## config.mk

```make
export PLATFORM = sky130hd
export DESIGN_NAME = obi_prefetch_buffer
export DESIGN_NICKNAME = d
export VERILOG_FILES = /design/src/rtl/obi_prefetch_buffer.sv
export SDC_FILE = /design/constraint.sdc
export NUM_CORES = 1
export LEC_CHECK = 0
export BUFFER_PORTS_ARGS = -buffer_cell sky130_fd_sc_hd__buf_2
export CORE_ASPECT_RATIO = 0.6
export CORE_UTILIZATION = 60
export CTS_CLUSTER_SIZE = 30
export DETAILED_ROUTE_END_ITERATION = 12
export PLACE_DENSITY = 0.83
export REMOVE_ABC_BUFFERS = 1
export SYNTH_ARGS = -nofsm -noshare
export SYNTH_HDL_FRONTEND = slang
export SYNTH_SLANG_ARGS = --single-unit
export TNS_END_PERCENT = 1
```

## constraint.sdc

```tcl
create_clock -name clk_i -period 9.15 [get_ports clk_i]
set_clock_uncertainty 0.2 [all_clocks]
set_input_delay 0.915 -clock clk_i [delete_from_list [all_inputs] [get_ports clk_i]]
set_output_delay 0.915 -clock clk_i [all_outputs]
set_load 0.01 [all_outputs]
```

## src/rtl/obi_prefetch_buffer.sv

```systemverilog
// Instruction prefetch buffer: issues sequential OBI word reads and queues the
// responses in a small FIFO, discarding in-flight data on a control transfer.
module obi_prefetch_buffer #(
  parameter int unsigned DEPTH           = 4,
  parameter int unsigned MAX_OUTSTANDING = 2,
  parameter logic [31:0] BOOT_ADDR       = 32'h0000_0080
) (
  input  logic        clk_i,
  input  logic        rst_i,
  input  logic        flush_i,
  input  logic [31:0] flush_addr_i,
  output logic        instr_valid_o,
  input  logic        instr_ready_i,
  output logic [31:0] instr_rdata_o,
  output logic [31:0] instr_addr_o,
  output logic        instr_err_o,
  output logic        obi_req_o,
  input  logic        obi_gnt_i,
  output logic [31:0] obi_addr_o,
  output logic        obi_we_o,
  output logic [3:0]  obi_be_o,
  output logic [31:0] obi_wdata_o,
  input  logic        obi_rvalid_i,
  output logic        obi_rready_o,
  input  logic [31:0] obi_rdata_i,
  input  logic        obi_err_i
);

  localparam int unsigned IDX_W = $clog2(DEPTH);
  localparam int unsigned PTR_W = IDX_W + 1;
  localparam int unsigned CNT_W = $clog2(DEPTH + 1);
  localparam int unsigned SUM_W = CNT_W + 1;

  logic [31:0]      fetch_addr_q, fetch_addr_d;
  logic [CNT_W-1:0] outstanding_q, outstanding_d;
  logic [CNT_W-1:0] discard_q, discard_d;
  logic             stale_q, stale_d;
  logic [31:0]      stale_addr_q, stale_addr_d;
  logic [PTR_W-1:0] wr_ptr_q, wr_ptr_d;
  logic [PTR_W-1:0] rd_ptr_q, rd_ptr_d;

  logic [31:0] mem_data_q [DEPTH];
  logic [31:0] mem_addr_q [DEPTH];
  logic        mem_err_q  [DEPTH];

  logic [PTR_W-1:0] fifo_count;
  logic [SUM_W-1:0] inflight_sum;
  logic             can_issue;
  logic             gnt_fire;
  logic             rsp_fire;
  logic             push;
  logic             pop;
  logic [31:0]      rsp_addr;
  logic             unused_addr_bits;

  assign unused_addr_bits = ^flush_addr_i[1:0];

  assign fifo_count   = wr_ptr_q - rd_ptr_q;
  assign inflight_sum = SUM_W'(outstanding_q) + SUM_W'(fifo_count);
  // Reserving a FIFO slot per outstanding read means a response never stalls.
  assign can_issue    = (outstanding_q < CNT_W'(MAX_OUTSTANDING)) &&
                        (inflight_sum < SUM_W'(DEPTH));

  // A stalled request that was overtaken by a flush keeps its address until granted.
  assign obi_req_o   = !rst_i && (stale_q || can_issue);
  assign obi_addr_o  = stale_q ? stale_addr_q : fetch_addr_q;
  assign obi_we_o    = 1'b0;
  assign obi_be_o    = 4'b1111;
  assign obi_wdata_o = 32'h0000_0000;
  assign obi_rready_o = 1'b1;

  // Handshakes: a request transfers when req&gnt are high on a rising edge; a
  // response when rvalid is high; the consumer takes the head when valid&ready.
  assign gnt_fire = obi_req_o && obi_gnt_i;
  assign rsp_fire = obi_rvalid_i && (outstanding_q != '0);
  assign push     = rsp_fire && !flush_i && (discard_q == '0);
  assign pop      = instr_valid_o && instr_ready_i;

  // Responses return in order, so the oldest live read sits that many words behind.
  assign rsp_addr = fetch_addr_q - 32'({outstanding_q, 2'b00});

  assign instr_valid_o = (wr_ptr_q != rd_ptr_q);
  assign instr_rdata_o = mem_data_q[rd_ptr_q[IDX_W-1:0]];
  assign instr_addr_o  = mem_addr_q[rd_ptr_q[IDX_W-1:0]];
  assign instr_err_o   = mem_err_q[rd_ptr_q[IDX_W-1:0]];

  always_comb begin
    fetch_addr_d  = fetch_addr_q;
    outstanding_d = outstanding_q;
    discard_d     = discard_q;
    stale_d       = stale_q;
    stale_addr_d  = stale_addr_q;
    wr_ptr_d      = wr_ptr_q;
    rd_ptr_d      = rd_ptr_q;

    case ({gnt_fire, rsp_fire})
      2'b10:   outstanding_d = outstanding_q + CNT_W'(1);
      2'b01:   outstanding_d = outstanding_q - CNT_W'(1);
      default: outstanding_d = outstanding_q;
    endcase

    if (gnt_fire && !stale_q) begin
      fetch_addr_d = fetch_addr_q + 32'd4;
    end

    if (rsp_fire && (discard_q != '0)) begin
      discard_d = discard_q - CNT_W'(1);
    end
    if (gnt_fire && stale_q) begin
      stale_d   = 1'b0;
      discard_d = discard_d + CNT_W'(1);
    end

    if (push) begin
      wr_ptr_d = wr_ptr_q + PTR_W'(1);
    end
    if (pop) begin
      rd_ptr_d = rd_ptr_q + PTR_W'(1);
    end

    // Everything granted so far, including this cycle's grant, is pre-flush.
    if (flush_i) begin
      fetch_addr_d = {flush_addr_i[31:2], 2'b00};
      discard_d    = outstanding_d;
      wr_ptr_d     = '0;
      rd_ptr_d     = '0;
      if (obi_req_o && !obi_gnt_i) begin
        stale_d      = 1'b1;
        stale_addr_d = obi_addr_o;
      end
    end
  end

  always_ff @(posedge clk_i or posedge rst_i) begin
    if (rst_i) begin
      fetch_addr_q  <= {BOOT_ADDR[31:2], 2'b00};
      outstanding_q <= '0;
      discard_q     <= '0;
      stale_q       <= 1'b0;
      stale_addr_q  <= 32'h0000_0000;
      wr_ptr_q      <= '0;
      rd_ptr_q      <= '0;
    end else begin
      fetch_addr_q  <= fetch_addr_d;
      outstanding_q <= outstanding_d;
      discard_q     <= discard_d;
      stale_q       <= stale_d;
      stale_addr_q  <= stale_addr_d;
      wr_ptr_q      <= wr_ptr_d;
      rd_ptr_q      <= rd_ptr_d;
    end
  end

  always_ff @(posedge clk_i) begin
    if (push) begin
      mem_data_q[wr_ptr_q[IDX_W-1:0]] <= obi_rdata_i;
      mem_addr_q[wr_ptr_q[IDX_W-1:0]] <= rsp_addr;
      mem_err_q[wr_ptr_q[IDX_W-1:0]]  <= obi_err_i;
    end
  end

endmodule

```

Word level (Yosys, flattened, before mapping)
Memory sizes are Yosys's and may differ from the RTL's.
Cells that the tools add are included.

word-level totals
  logic and storage cells = 64
  output and inout bits = 137
  memory bits (writable) = 260
  register bits after elaboration = 77
  memories = 3

memory list
  name        depth  width  rd ports  clocked after Yosys merged registers in  wr ports  line  source
  mem_addr_q  4      32     1         0                                        1         43    logic [31:0] mem_addr_q [DEPTH];
  mem_data_q  4      32     1         0                                        1         42    logic [31:0] mem_data_q [DEPTH];
  mem_err_q   4      1      1         0                                        1         44    logic mem_err_q [DEPTH];

cells by class
  reductions and logical operators = 23
  eq/ne operators = 3
  mux-type cells = 16
  add/sub/neg operators = 10
  magnitude comparators = 2

operators with widths
  kind                     number
  $mux W32                 3
  $add A32 B3 Y32 const B  1
  $sub A32 B5 Y32          1
  $mux W3                  7
  $add A3 B1 Y3 const B    4
  $logic_and A1 B1 Y1      11
  $pmux W3 S2              1
  $reduce_bool A2 Y1       3
  $reduce_bool A3 Y1       2
  $sub A3 B1 Y3 const B    2
  $mux W1                  5
  $add A3 B3 Y4            1
  $logic_not A1 Y1         4
  $lt A4 B3 Y1 const B     1
  $logic_not A3 Y1         1
  $lt A3 B2 Y1 const B     1
  $ne A3 B3 Y1             1
  $sub A3 B3 Y3            1
  $eq A2 B1 Y1 const B     1
  $eq A2 B2 Y1 const B     1
  $reduce_and A2 Y1        1
  $logic_or A1 B1 Y1       1

Logic depth before layout (Yosys ltp)
Gate-level depths: netlist (run 1).

  depth in word-level cells = 11
  gate-level depth with buffers = 17

Worst setup path before layout (run 1)
OpenSTA, ideal clock, no wires.

  path type = register -> register
  start point = reg rd_ptr_q[1]
  end point = reg discard_q[1]
  buffers on the path = 2
  path slack = 5025 ps
  stages on the path, launching flop included = 15
  arrival time = 3846 ps
  cell sequence = dfrtp_1 > clkbuf_1 > clkbuf_1 > inv_1 > fa_1 > xor2_1 > ha_1 > or3_1 > nor4_4 > o21ai_0 > ha_1 > inv_1 > fa_1 > o21ai_0 > a2bb2oi_1

between the ends
  longest elaborated chain between the ends = 10
  elaborated cells on any way between the ends = 13
  those cells by class = 2 x add/sub; 1 x order compare; 2 x eq/ne; 3 x mux; 5 x reduce/logical

RTL lines
  item                                          line  source
  from (decl)                                   40    logic [PTR_W-1:0] rd_ptr_q, rd_ptr_d;
  from (signal assigned)                        150   rd_ptr_q <= rd_ptr_d;
  $sub A3 B3 Y3 *                               58    assign fifo_count = wr_ptr_q - rd_ptr_q;
  $add A3 B3 Y4 *                               59    assign inflight_sum = SUM_W'(outstanding_q) + SUM_W'(fifo_count);
  $lt A4 B3 Y1 *                                62    (inflight_sum < SUM_W'(DEPTH));
  $logic_and A1 B1 Y1 *                         61    assign can_issue = (outstanding_q < CNT_W'(MAX_OUTSTANDING)) &&
  $logic_or A1 B1 Y1 *                          65    assign obi_req_o = !rst_i && (stale_q || can_issue);
  $logic_and A1 B1 Y1 *                         65
  $logic_and A1 B1 Y1 *                         74    assign gnt_fire = obi_req_o && obi_gnt_i;
  $eq A2 B1 Y1 or $eq A2 B2 Y1 (tied branches)  96    case ({gnt_fire, rsp_fire})
  $pmux W3 S2 *                                 96
  net outstanding_d[1]                          35    logic [CNT_W-1:0] outstanding_q, outstanding_d;
  $mux W3 *                                     122   if (flush_i) begin
  net discard_d[1]                              36    logic [CNT_W-1:0] discard_q, discard_d;
  to (signal assigned)                          146   discard_q <= discard_d;
  to (decl)                                     36

The timed path passes the listed nets; every way through them passes the cells marked *.
A chain may end at the register's enable or synchronous reset.

Worst setup path after layout (run 1)
  start point = reg rd_ptr_q[0]
  end point = out obi_req_o

between the ends
  longest elaborated chain between the ends = 6

RTL lines
  item                 line  source
  $sub A3 B3 Y3        58
  $add A3 B3 Y4        59
  $lt A4 B3 Y1         62
  $logic_and A1 B1 Y1  61
  $logic_or A1 B1 Y1   65
  $logic_and A1 B1 Y1  65
  to (decl)            17    output logic obi_req_o,

Every way passes these cells.

==> impl_metrics.tcl, run 1 <==
set metrics [dict create \
    min_period_ns 4.80 \
    drive_gt1_share_pct 34.3 \
    clock_path_buffers 3 \
    setup_ws_ns 4.35 \
    arrival_ns 3.69 \
    pin_count 208 \
    grt_start_max_net_pins 71 \
    dr.pass1.iters 5 \
    syn_area_per_cell_um2 16.3 \
    antenna_left 0 \
    syn_area_um2 14300 \
    insertion_delay_ns 0.56 \
    post-cts-setup-buffers 0 \
    grt.busiest_layer "met1" \
    place_area_um2 15200 \
    multi_input_comb_area_um2 4390 \
    dp_slack_ns 4.85 \
    cap_violations 0 \
    timing.final.crit_share_pct 52.5 \
    die_x_um 201 \
    fmax_ghz 0.208 \
    antenna_found_initial 1 \
    criticalPathCategory "flip-flop to output port" \
    rsz0062_at_grt "no" \
    nets 1118 \
    status "finished, final reports clean" \
    total_power_mw 3.78 \
    grt.met1_usage_pct 37.0 \
    cp-start-kind "flip-flop" \
    grt_pass1_wl_um 44900 \
    synthTopCellsByArea "edfxtp_1 53%, dfrtp_1 13%, mux4_2 9.9%, mux2_2 4.5%, xor2_1 2.5%" \
    grt_pass1_vias 7859 \
    synth.most_common_cell "edfxtp_1" \
    cts-resized-gates 0 \
    hold_viol 0 \
    met2_usage_pct 36.9 \
    die_area_um2 24400 \
    cts_tree "yes" \
    htreeDepth 1 \
    path_max_fanout 21 \
    start_util_pct 61.4 \
    syn_to_final_growth_pct 12.8 \
    ys_warn_count 0 \
    routedWlPerCell_um 21.1 \
    async_flop_share_pct 22.9 \
    numCtsBuffers 29 \
    track_usage_pct 24.3 \
    routabilityCongestion 0.835 \
    port_buffers 165 \
    ir_worst_vdd_mv 0.152 \
    register_area_um2 9450 \
    synth_top_flop_cell "edfxtp_1" \
    synth_edf_count 252 \
    fill_cells 1589 \
    cts.sinks 327 \
    tns_ns 0 \
    synth_cell_types 55 \
    worst_pin_slew_ns 0.988 \
    num_vias 7865 \
    final_cell_area_um2 16100 \
    power.density_nw_per_um2 235 \
    yosysSeqAreaShare_pct 66.2 \
    drt_wl_total_um 28800 \
    via_per_inst 5.76 \
    hpwlAfterDp_um 18100 \
    die_h_um 121 \
    setup_viol 0 \
    slew_viol_final 0 \
    synth_top_area_share_pct 53.0 \
    num_rows 43 \
    synthCells 877 \
    drtIter0Drc 613 \
    leakage_nw 5.86 \
    synth-seq-cells 327 \
    gr-total-overflow 0 \
    slew_headroom_pct 33.5 \
    crit_required_ns 8.04 \
    antenna_cells 0 \
    core_area_um2 23200 \
    clockRootBuffer "clkbuf_16" \
    cts_hold_buf 0 \
    drc 0 \
    hp-class "primary input to asynchronous set/reset pin" \
    cp-end-kind "output port" \
    use_met3_pct 4.97 \
    path_clk_slew_ns 0.07 \
    synth.top_cells.by_count "252 x edfxtp_1, 74 x dfrtp_1, 63 x mux4_2" \
    yosysTopAreaCell "edfxtp_1" \
]
-- registers in the layout (all words and copies together), names as in the netlist --
name,flops
stale_addr_q,32
fetch_addr_q,30
mem_err_q,4
rd_ptr_q,3
stale_q,1
mem_addr_q,120
mem_data_q,128
wr_ptr_q,3
discard_q,3
outstanding_q,3
-- metal layers --
metal | share of wire [%] | up-vias
met5 | 0.045 | -
met4 | 1.3 | 2
met3 | 7.0 | 33
met2 | 46 | 292
met1 | 46 | 4014
li1 | - | 3524
-- power by group --
part | switching [mW] | internal (mW)
Combinational | 0.406 | 0.347
Sequential | 0.105 | 1.75
Clock | 0.529 | 0.650
-- cell families (layout without fill, tap and decap cells) --
logic type                 after synthesis  after routing  share of synthesized area, %
DFF                                    327            327                          66.2
AOI/OAI and AO/OA                       48             48                          1.82
other                                    2             40                        0.0526
buffers and inverters                  112            247                          4.22
adders and majority gates               20             20                          1.91
muxes                                  124            124                          14.7
and+or+nand+nor                        177            177                          6.94
xor gates and xnor gates                67             67                          4.16
-- path summary, 6_finish.rpt --
check | from | to | slack (ns) | cells after the start
max | rd_ptr_q[0]$_DFFE_PP0P_ | obi_req_o | 4.35 | 10
max in group asynchronous | rst_i | rd_ptr_q[0]$_DFFE_PP0P_ | 7.37 | 3
min in group clk_i | stale_addr_q[30]$_DFFE_PP0P_ | stale_addr_q[30]$_DFFE_PP0P_ | 0.30 | 1
min | rst_i | stale_addr_q[16]$_DFFE_PP0P_ | 0.27 | 2
min reg2reg | stale_addr_q[30]$_DFFE_PP0P_ | stale_addr_q[30]$_DFFE_PP0P_ | 0.30 | 1
max reg2reg | rd_ptr_q[0]$_DFFE_PP0P_ | discard_q[1]$_DFF_PP0_ | 4.82 | 13
-- worst max-delay path: stages, from the launching register on --
cell and delay (ns):
dfrtp_4 0.69, ha_1 0.23, inv_1 0.05, fa_1 0.37, xor2_1 0.18, ha_1 0.28, or3_1 0.39, nor4_4 0.53
nor2_1 0.17, nor2_1 0.12, buf_2 0.14
-- stage by stage --
stage / cells / utilization (%) / hold WS [ns]
final: 1365 / 69.3 / 0.269
after global routing: 1365 / 69.3 / 0.315
after CTS: 1365 / 69.3 / 0.287
after detailed placement: 1311 / 65.4 / 0.292
after global placement: 1311 / 65.4 / 0.262
after floorplan: 822 / - / 0.252
-- cell type report --
class / instances / area share (%)
well taps: 315 / 2.45
inverters: 19 / 0.443
flip-flops and latches: 327 / 58.7
clock inverters: 17 / 0.924
clock buffers: 37 / 4.75
multi-input cells: 476 / 27.2
repair buffers: 174 / 5.55
-- layout by cell type, fill, tap and decap left out, types with 5 or more instances in the layout --
cell | Yosys | layout
conb_1 | 2 | 40
nor4_2 | 6 | 5
clkinvlp_4 | 0 | 5
ha_1 | 17 | 17
clkinv_1 | 0 | 5
xor2_1 | 41 | 41
nor4_1 | 5 | 5
clkbuf_16 | 0 | 29
buf_2 | 8 | 165
nand4_1 | 15 | 15
dfrtp_1 | 74 | 72
inv_1 | 19 | 18
o21ai_0 | 27 | 27
mux4_2 | 63 | 63
nand3_1 | 18 | 18
mux2_2 | 57 | 57
clkbuf_1 | 35 | 7
nor3_1 | 16 | 16
edfxtp_1 | 252 | 252
nand2_1 | 52 | 52
o21ai_1 | 10 | 10
nor2_1 | 26 | 26
xnor2_1 | 25 | 25
buf_4 | 40 | 9
Note: power is estimated with default switching activity, not from simulation.
==> run 2: changes to the inputs <==
--- a/config.mk
+++ b/config.mk
@@ -7,10 +7,10 @@
 export LEC_CHECK = 0
 export BUFFER_PORTS_ARGS = -buffer_cell sky130_fd_sc_hd__buf_2
 export CORE_ASPECT_RATIO = 0.6
-export CORE_UTILIZATION = 60
+export CORE_UTILIZATION = 52
 export CTS_CLUSTER_SIZE = 30
 export DETAILED_ROUTE_END_ITERATION = 12
-export PLACE_DENSITY = 0.83
+export PLACE_DENSITY = 0.77
 export REMOVE_ABC_BUFFERS = 1
 export SYNTH_ARGS = -nofsm -noshare
 export SYNTH_HDL_FRONTEND = slang
==> constraint.sdc (replaced) <==
create_clock -name clk_i -period 4.4 [get_ports clk_i]
set_clock_uncertainty 0.2 [all_clocks]
set_input_delay 0.44 -clock clk_i [delete_from_list [all_inputs] [get_ports clk_i]]
set_output_delay 0.44 -clock clk_i [all_outputs]
set_load 0.01 [all_outputs]
==> run 2 against run 1 <==
Sequential power rose by 110%. Sequential share of layout area fell by 2.9 points. Combinational power rose by 120%. Critical path depth rose by 2. Register-to-register slack got worse by 4.2 ns. Routed wire length rose by 2.2%. Non-clock buffer count rose by 67. Global-route usage fell by 3.0 points. Utilization fell by 5.8 points. Clock power rose by 130%. Via count rose by 2.6%. Cell count rose by 8.2%.
==> impl_metrics.tcl, run 2 (synthesis gave the netlist of run 1 again) <==
set metrics [dict create \
    hold_viol 0 \
    clock_path_buffers 3 \
    final_cell_mix "252 x edfxtp_1, 165 x buf_2, 72 x dfrtp_1" \
    crit_required_ns 3.76 \
    grt_start_max_net_pins 70 \
    die_area_um2 28100 \
    startpoint "wr_ptr_q[0]$_DFFE_PP0P_" \
    num_rows 46 \
    fin_util_pct 63.5 \
    drive_gt1_share_pct 32.6 \
    slew_headroom_pct 33.3 \
    path_clk_slew_ns 0.07 \
    start_util_pct 53.5 \
    ir_worst_vdd_mv 0.357 \
    die_h_um 130 \
    finalNonFillerCells 1477 \
    status "finished, final reports clean" \
    hp-start "obi_rvalid_i" \
    antenna_found_initial 0 \
    core_area_um2 26700 \
    place_area_um2 15300 \
    timing.rr.start "wr_ptr_q[0]$_DFFE_PP0P_" \
    timing.final.crit_share_pct 90.9 \
    numCtsBuffers 30 \
    r2r_cells 14 \
    cap_violations 0 \
    nets 1186 \
    tns_ns 0 \
    dp_slack_ns 0.666 \
    routedWlPerCell_um 19.9 \
    syn_to_final_growth_pct 18.8 \
    cts.sinks 327 \
    cts_hold_buf 65 \
    gr-total-overflow 0 \
    drt_wl_total_um 29400 \
    insertion_delay_ns 0.56 \
    dp_cells 1358 \
    clockRootBuffer "clkbuf_16" \
    cts_tree "yes" \
    track_usage_pct 21.3 \
    final_common_cell "edfxtp_1" \
    drc 0 \
    htreeDepth 1 \
    hp-class "primary input to flip-flop" \
    cts-resized-gates 0 \
    rsz0062_at_grt "no" \
    via_per_inst 5.47 \
    routabilityCongestion 0.812 \
    path_max_fanout 8 \
    min_period_ns 4.00 \
    hpwlAfterDp_um 18200 \
    arrival_ns 3.36 \
    final_cell_area_um2 17000 \
    grt_pass1_vias 8019 \
    num_vias 8073 \
    slew_viol_final 0 \
    antenna_cells 0 \
    cp-end-kind "output port" \
    criticalPathCategory "flip-flop to output port" \
    largest_reg_flops 128 \
    port_buffers 165 \
    leakage_nw 6.21 \
    setup_viol 0 \
    grt_pass1_wl_um 45800 \
    fmax_ghz 0.250 \
    worst_pin_slew_ns 1.00 \
    dr.pass1.iters 4 \
    antenna_left 0 \
    power.density_nw_per_um2 483 \
    cp-start-kind "flip-flop" \
    drtIter0Drc 681 \
    fill_cells 1957 \
    post-cts-setup-buffers 0 \
    die_x_um 216 \
    worstHoldPathCells 4 \
    setup_ws_ns 0.401 \
    pin_count 208 \
]
## run 2: changes by cell type in the layout (fill, tap and decap cells not counted), sizes merged
| cell | previous run | this run |
|---|---|---|
| clkbuf | 37 | 34 |
| clkinv | 9 | 12 |
| clkinvlp | 5 | 2 |
| bufinv | 2 | 6 |
| buf | 174 | 176 |
| dlygate4sd3 | 0 | 65 |
| inv | 20 | 19 |
## run 2: final timing paths
check	endpoint	slack, ns
worst max-delay path	obi_req_o	0.40
worst min-delay path	wr_ptr_q[1]$_DFFE_PP0P_	0.18
worst max register to register	discard_q[1]$_DFF_PP0_	0.58
worst min register to register	stale_addr_q[11]$_DFFE_PP0P_	0.28
max in group asynchronous	rd_ptr_q[0]$_DFFE_PP0P_	2.54
min in group asynchronous	fetch_addr_q[4]$_DFFE_PP0N_	0.39
## run 2: worst max-delay path: stages (launching register included)
cell and delay, ns:
dfrtp_1 0.41, inv_1 0.15, ha_1 0.18, inv_1 0.05, fa_1 0.37, xor2_1 0.17
ha_1 0.27, or3_1 0.38, nor4_4 0.26, buf_4 0.21, nor2_1 0.09, nor2_1 0.12
buf_2 0.14
## run 2: metal layers
metal	share of wire, %	vias to the layer above	global-route usage, %
li1	-	3669	-
met1	47	4148	32.0
met2	46	230	33.3
met3	5.7	26	4.15
met4	1.4	0	3.40
met5	0	-	0
## run 2: final cells by class
type | instances | area [um2] | share of cell area, %
sequential | 327 | 9450 | 55.7
multi-input combinational | 476 | 4390 | 25.9
timing repair buffer | 241 | 1560 | 9.20
clock buffer | 34 | 787 | 4.64
tap | 360 | 450 | 2.66
clock inverter | 20 | 246 | 1.45
inverter | 19 | 71.3 | 0.421
## run 2: power breakdown
part | leakage [nW] | total (mW) | internal [mW] | switching, mW
clock network | 0.501 | 2.73 | 1.63 | 1.10
logic | 2.50 | 1.66 | 0.767 | 0.893
registers | 3.21 | 3.81 | 3.63 | 0.175
## run 2: metrics by stage
| step | hold WS (ns) | power, mW |
|---|---|---|
| floorplan | 0.252 | 4.92 |
| global placement | 0.264 | 5.42 |
| detailed placement | 0.278 | 5.48 |
| CTS | 0.136 | 8.26 |
| global route | 0.177 | 8.55 |
| finish | 0.178 | 8.20 |
==> run 3: changes to the inputs <==
--- a/config.mk
+++ b/config.mk
@@ -6,12 +6,15 @@
 export NUM_CORES = 1
 export LEC_CHECK = 0
 export BUFFER_PORTS_ARGS = -buffer_cell sky130_fd_sc_hd__buf_2
+export CELL_PAD_IN_SITES_DETAIL_PLACEMENT = 1
+export CELL_PAD_IN_SITES_GLOBAL_PLACEMENT = 1
 export CORE_ASPECT_RATIO = 0.6
-export CORE_UTILIZATION = 52
+export CORE_UTILIZATION = 43
 export CTS_CLUSTER_SIZE = 30
 export DETAILED_ROUTE_END_ITERATION = 12
-export PLACE_DENSITY = 0.77
+export PLACE_DENSITY_LB_ADDON = 0.1
 export REMOVE_ABC_BUFFERS = 1
+export SLEW_MARGIN = 20
 export SYNTH_ARGS = -nofsm -noshare
 export SYNTH_HDL_FRONTEND = slang
 export SYNTH_SLANG_ARGS = --single-unit
==> run 3 against run 2 <==
Die area is 21% higher. Worst hold slack worse by 0.15 ns. Via count down 0.41%. Routed wire length up 15%. Combinational power is essentially flat. Power increased by 3.2%. Cell count up 4.9%. First-iteration DRC count fell by 31%. Largest cell class unchanged.
==> impl_metrics.tcl, run 3 (synthesis gave the netlist of run 1 again) <==
set metrics [dict create \
    cts.sinks 327 \
    slowest_delay_ns 0.40 \
    track_usage_pct 20.3 \
    status "finished, final reports clean" \
    r2r_cells 14 \
    routabilityCongestion 0.794 \
    arrival_ns 3.29 \
    port_buffers 165 \
    clockRootBuffer "clkbuf_16" \
    post-cts-setup-buffers 0 \
    power.density_nw_per_um2 494 \
    drive_gt1_share_pct 32.8 \
    numCtsBuffers 34 \
    worst_pin_slew_ns 1.05 \
    die_area_um2 34000 \
    gr-total-overflow 0 \
    via_per_inst 5.19 \
    slew_headroom_pct 29.6 \
    fin_util_pct 52.6 \
    grt_start_max_net_pins 69 \
    core_area_um2 32500 \
    antenna_found_initial 1 \
    place_area_um2 15400 \
    fmax_ghz 0.255 \
    start_util_pct 43.9 \
    path_clk_slew_ns 0.06 \
    hp-start "instr_ready_i" \
    total_power_mw 8.46 \
    crit_path_cell_trace "inv_1 -> ha_1 -> inv_1 -> fa_1 -> xor2_1 -> ha_1 -> or3_1 -> nor4_4 -> buf_4 -> nor2_1 -> nor2_1 -> buf_2" \
    final_cell_mix "252 x edfxtp_1, 165 x buf_2, 72 x dfrtp_1" \
    hpwlAfterDp_um 21300 \
    largest_reg_flops 128 \
    pin_count 208 \
    min_to "rd_ptr_q[1]$_DFFE_PP0P_" \
    clock_path_buffers 3 \
    setup_viol 0 \
    path_max_fanout 8 \
    cp-end-kind "output port" \
    crit_required_ns 3.76 \
    cp-start-kind "flip-flop" \
    min_period_ns 3.93 \
    rsz0062_at_grt "no" \
    timing.rr.start "wr_ptr_q[0]$_DFFE_PP0P_" \
    r2r-end "discard_q[1]$_DFF_PP0_" \
    grt_pass1_vias 8550 \
    slew_viol_final 0 \
    worstHoldPathCells 3 \
    cts_tree "yes" \
    final_common_cell "edfxtp_1" \
    cts-resized-gates 0 \
    dr.pass1.iters 4 \
    num_rows 51 \
    criticalPathCategory "flip-flop to output port" \
    nets 1191 \
    hold_viol 0 \
    num_vias 8040 \
    syn_to_final_growth_pct 20.0 \
    final_cell_area_um2 17100 \
    insertion_delay_ns 0.52 \
    cap_violations 0 \
    antenna_left 0 \
    r2r_slack_ns 0.50 \
    htreeDepth 2 \
    die_x_um 237 \
    ir_worst_vdd_mv 0.319 \
    die_h_um 143 \
    leakage_nw 6.26 \
    timing.final.crit_share_pct 89.3 \
    dp_slack_ns 0.568 \
    grt_pass1_wl_um 51900 \
    fill_cells 3150 \
    crit_path_top_delay_cell "dfrtp_1" \
    hp-class "primary input to flip-flop" \
    routedWlPerCell_um 21.8 \
    drc 0 \
    drtIter0Drc 468 \
    drt_wl_total_um 33800 \
    setup_ws_ns 0.471 \
    tns_ns 0 \
]
==> run 3: layer usage <==
layer	part of all wire [%]	GRT usage (%)	up-vias
met2	46	30.9	181
met1	48	29.9	4134
met5	0	0	-
met4	1.4	4.92	0
met3	4.5	4.25	37
li1	-	-	3688
==> run 3: worst max path at each step <==
| stage | start | end | slack [ns] | cells past startpoint |
|---|---|---|---|---|
| finish | wr_ptr_q[0]$_DFFE_PP0P_ | obi_req_o | 0.47 | 12 |
| global route | wr_ptr_q[0]$_DFFE_PP0P_ | obi_req_o | 0.24 | 12 |
| CTS | wr_ptr_q[0]$_DFFE_PP0P_ | obi_req_o | 0.43 | 12 |
| detailed placement | wr_ptr_q[0]$_DFFE_PP0P_ | discard_q[1]$_DFF_PP0_ | 0.57 | 14 |
| global placement | wr_ptr_q[0]$_DFFE_PP0P_ | discard_q[1]$_DFF_PP0_ | 0.61 | 14 |
| floorplan | rd_ptr_q[0]$_DFFE_PP0P_ | stale_addr_q[10]$_DFFE_PP0P_ | -2.79 | 10 |
==> run 3: stage by stage <==
stage / std cells / hold slack (ns)
4_1_cts: 1549 / 0.00545
3_5_place_dp: 1424 / 0.283
3_3_place_gp: 1424 / 0.262
5_1_grt: 1549 / 0.0136
6_report: 1550 / 0.0308
2_1_floorplan: 822 / 0.252
==> run 3: worst max-delay path: cells and delay by family, from the launching register on <==
| kind | cells | cell delay, ns |
|---|---|---|
| xor+xnor | 1 | 0.18 |
| buf+inv | 4 | 0.55 |
| simple gates | 4 | 0.85 |
| flops | 1 | 0.40 |
| fa+ha+maj | 3 | 0.81 |
==> run 3: where the power goes <==
part           switching, mW  total, mW  internal (mW)
Clock                   1.19       2.94           1.76
Combinational          0.913       1.69          0.773
Sequential             0.198       3.83           3.63
Total                   2.30       8.46           6.16
==> run 3: what timing repair did <==
action,in CTS,in global routing
hold buffers,64,0
setup endpoints to repair,0,0
hold endpoints to repair,236,0
==> run 3: cell type report <==
class	instances	area, um2	area share, %
Clock inverter	18	214	1.25
Tap cell	424	531	3.10
Inverter	19	72.6	0.424
Antenna cell	1	2.50	0.0146
Sequential cell	327	9450	55.2
Timing Repair Buffer	242	1560	9.13
Clock buffer	43	906	5.29
Multi-Input combinational cell	476	4390	25.6
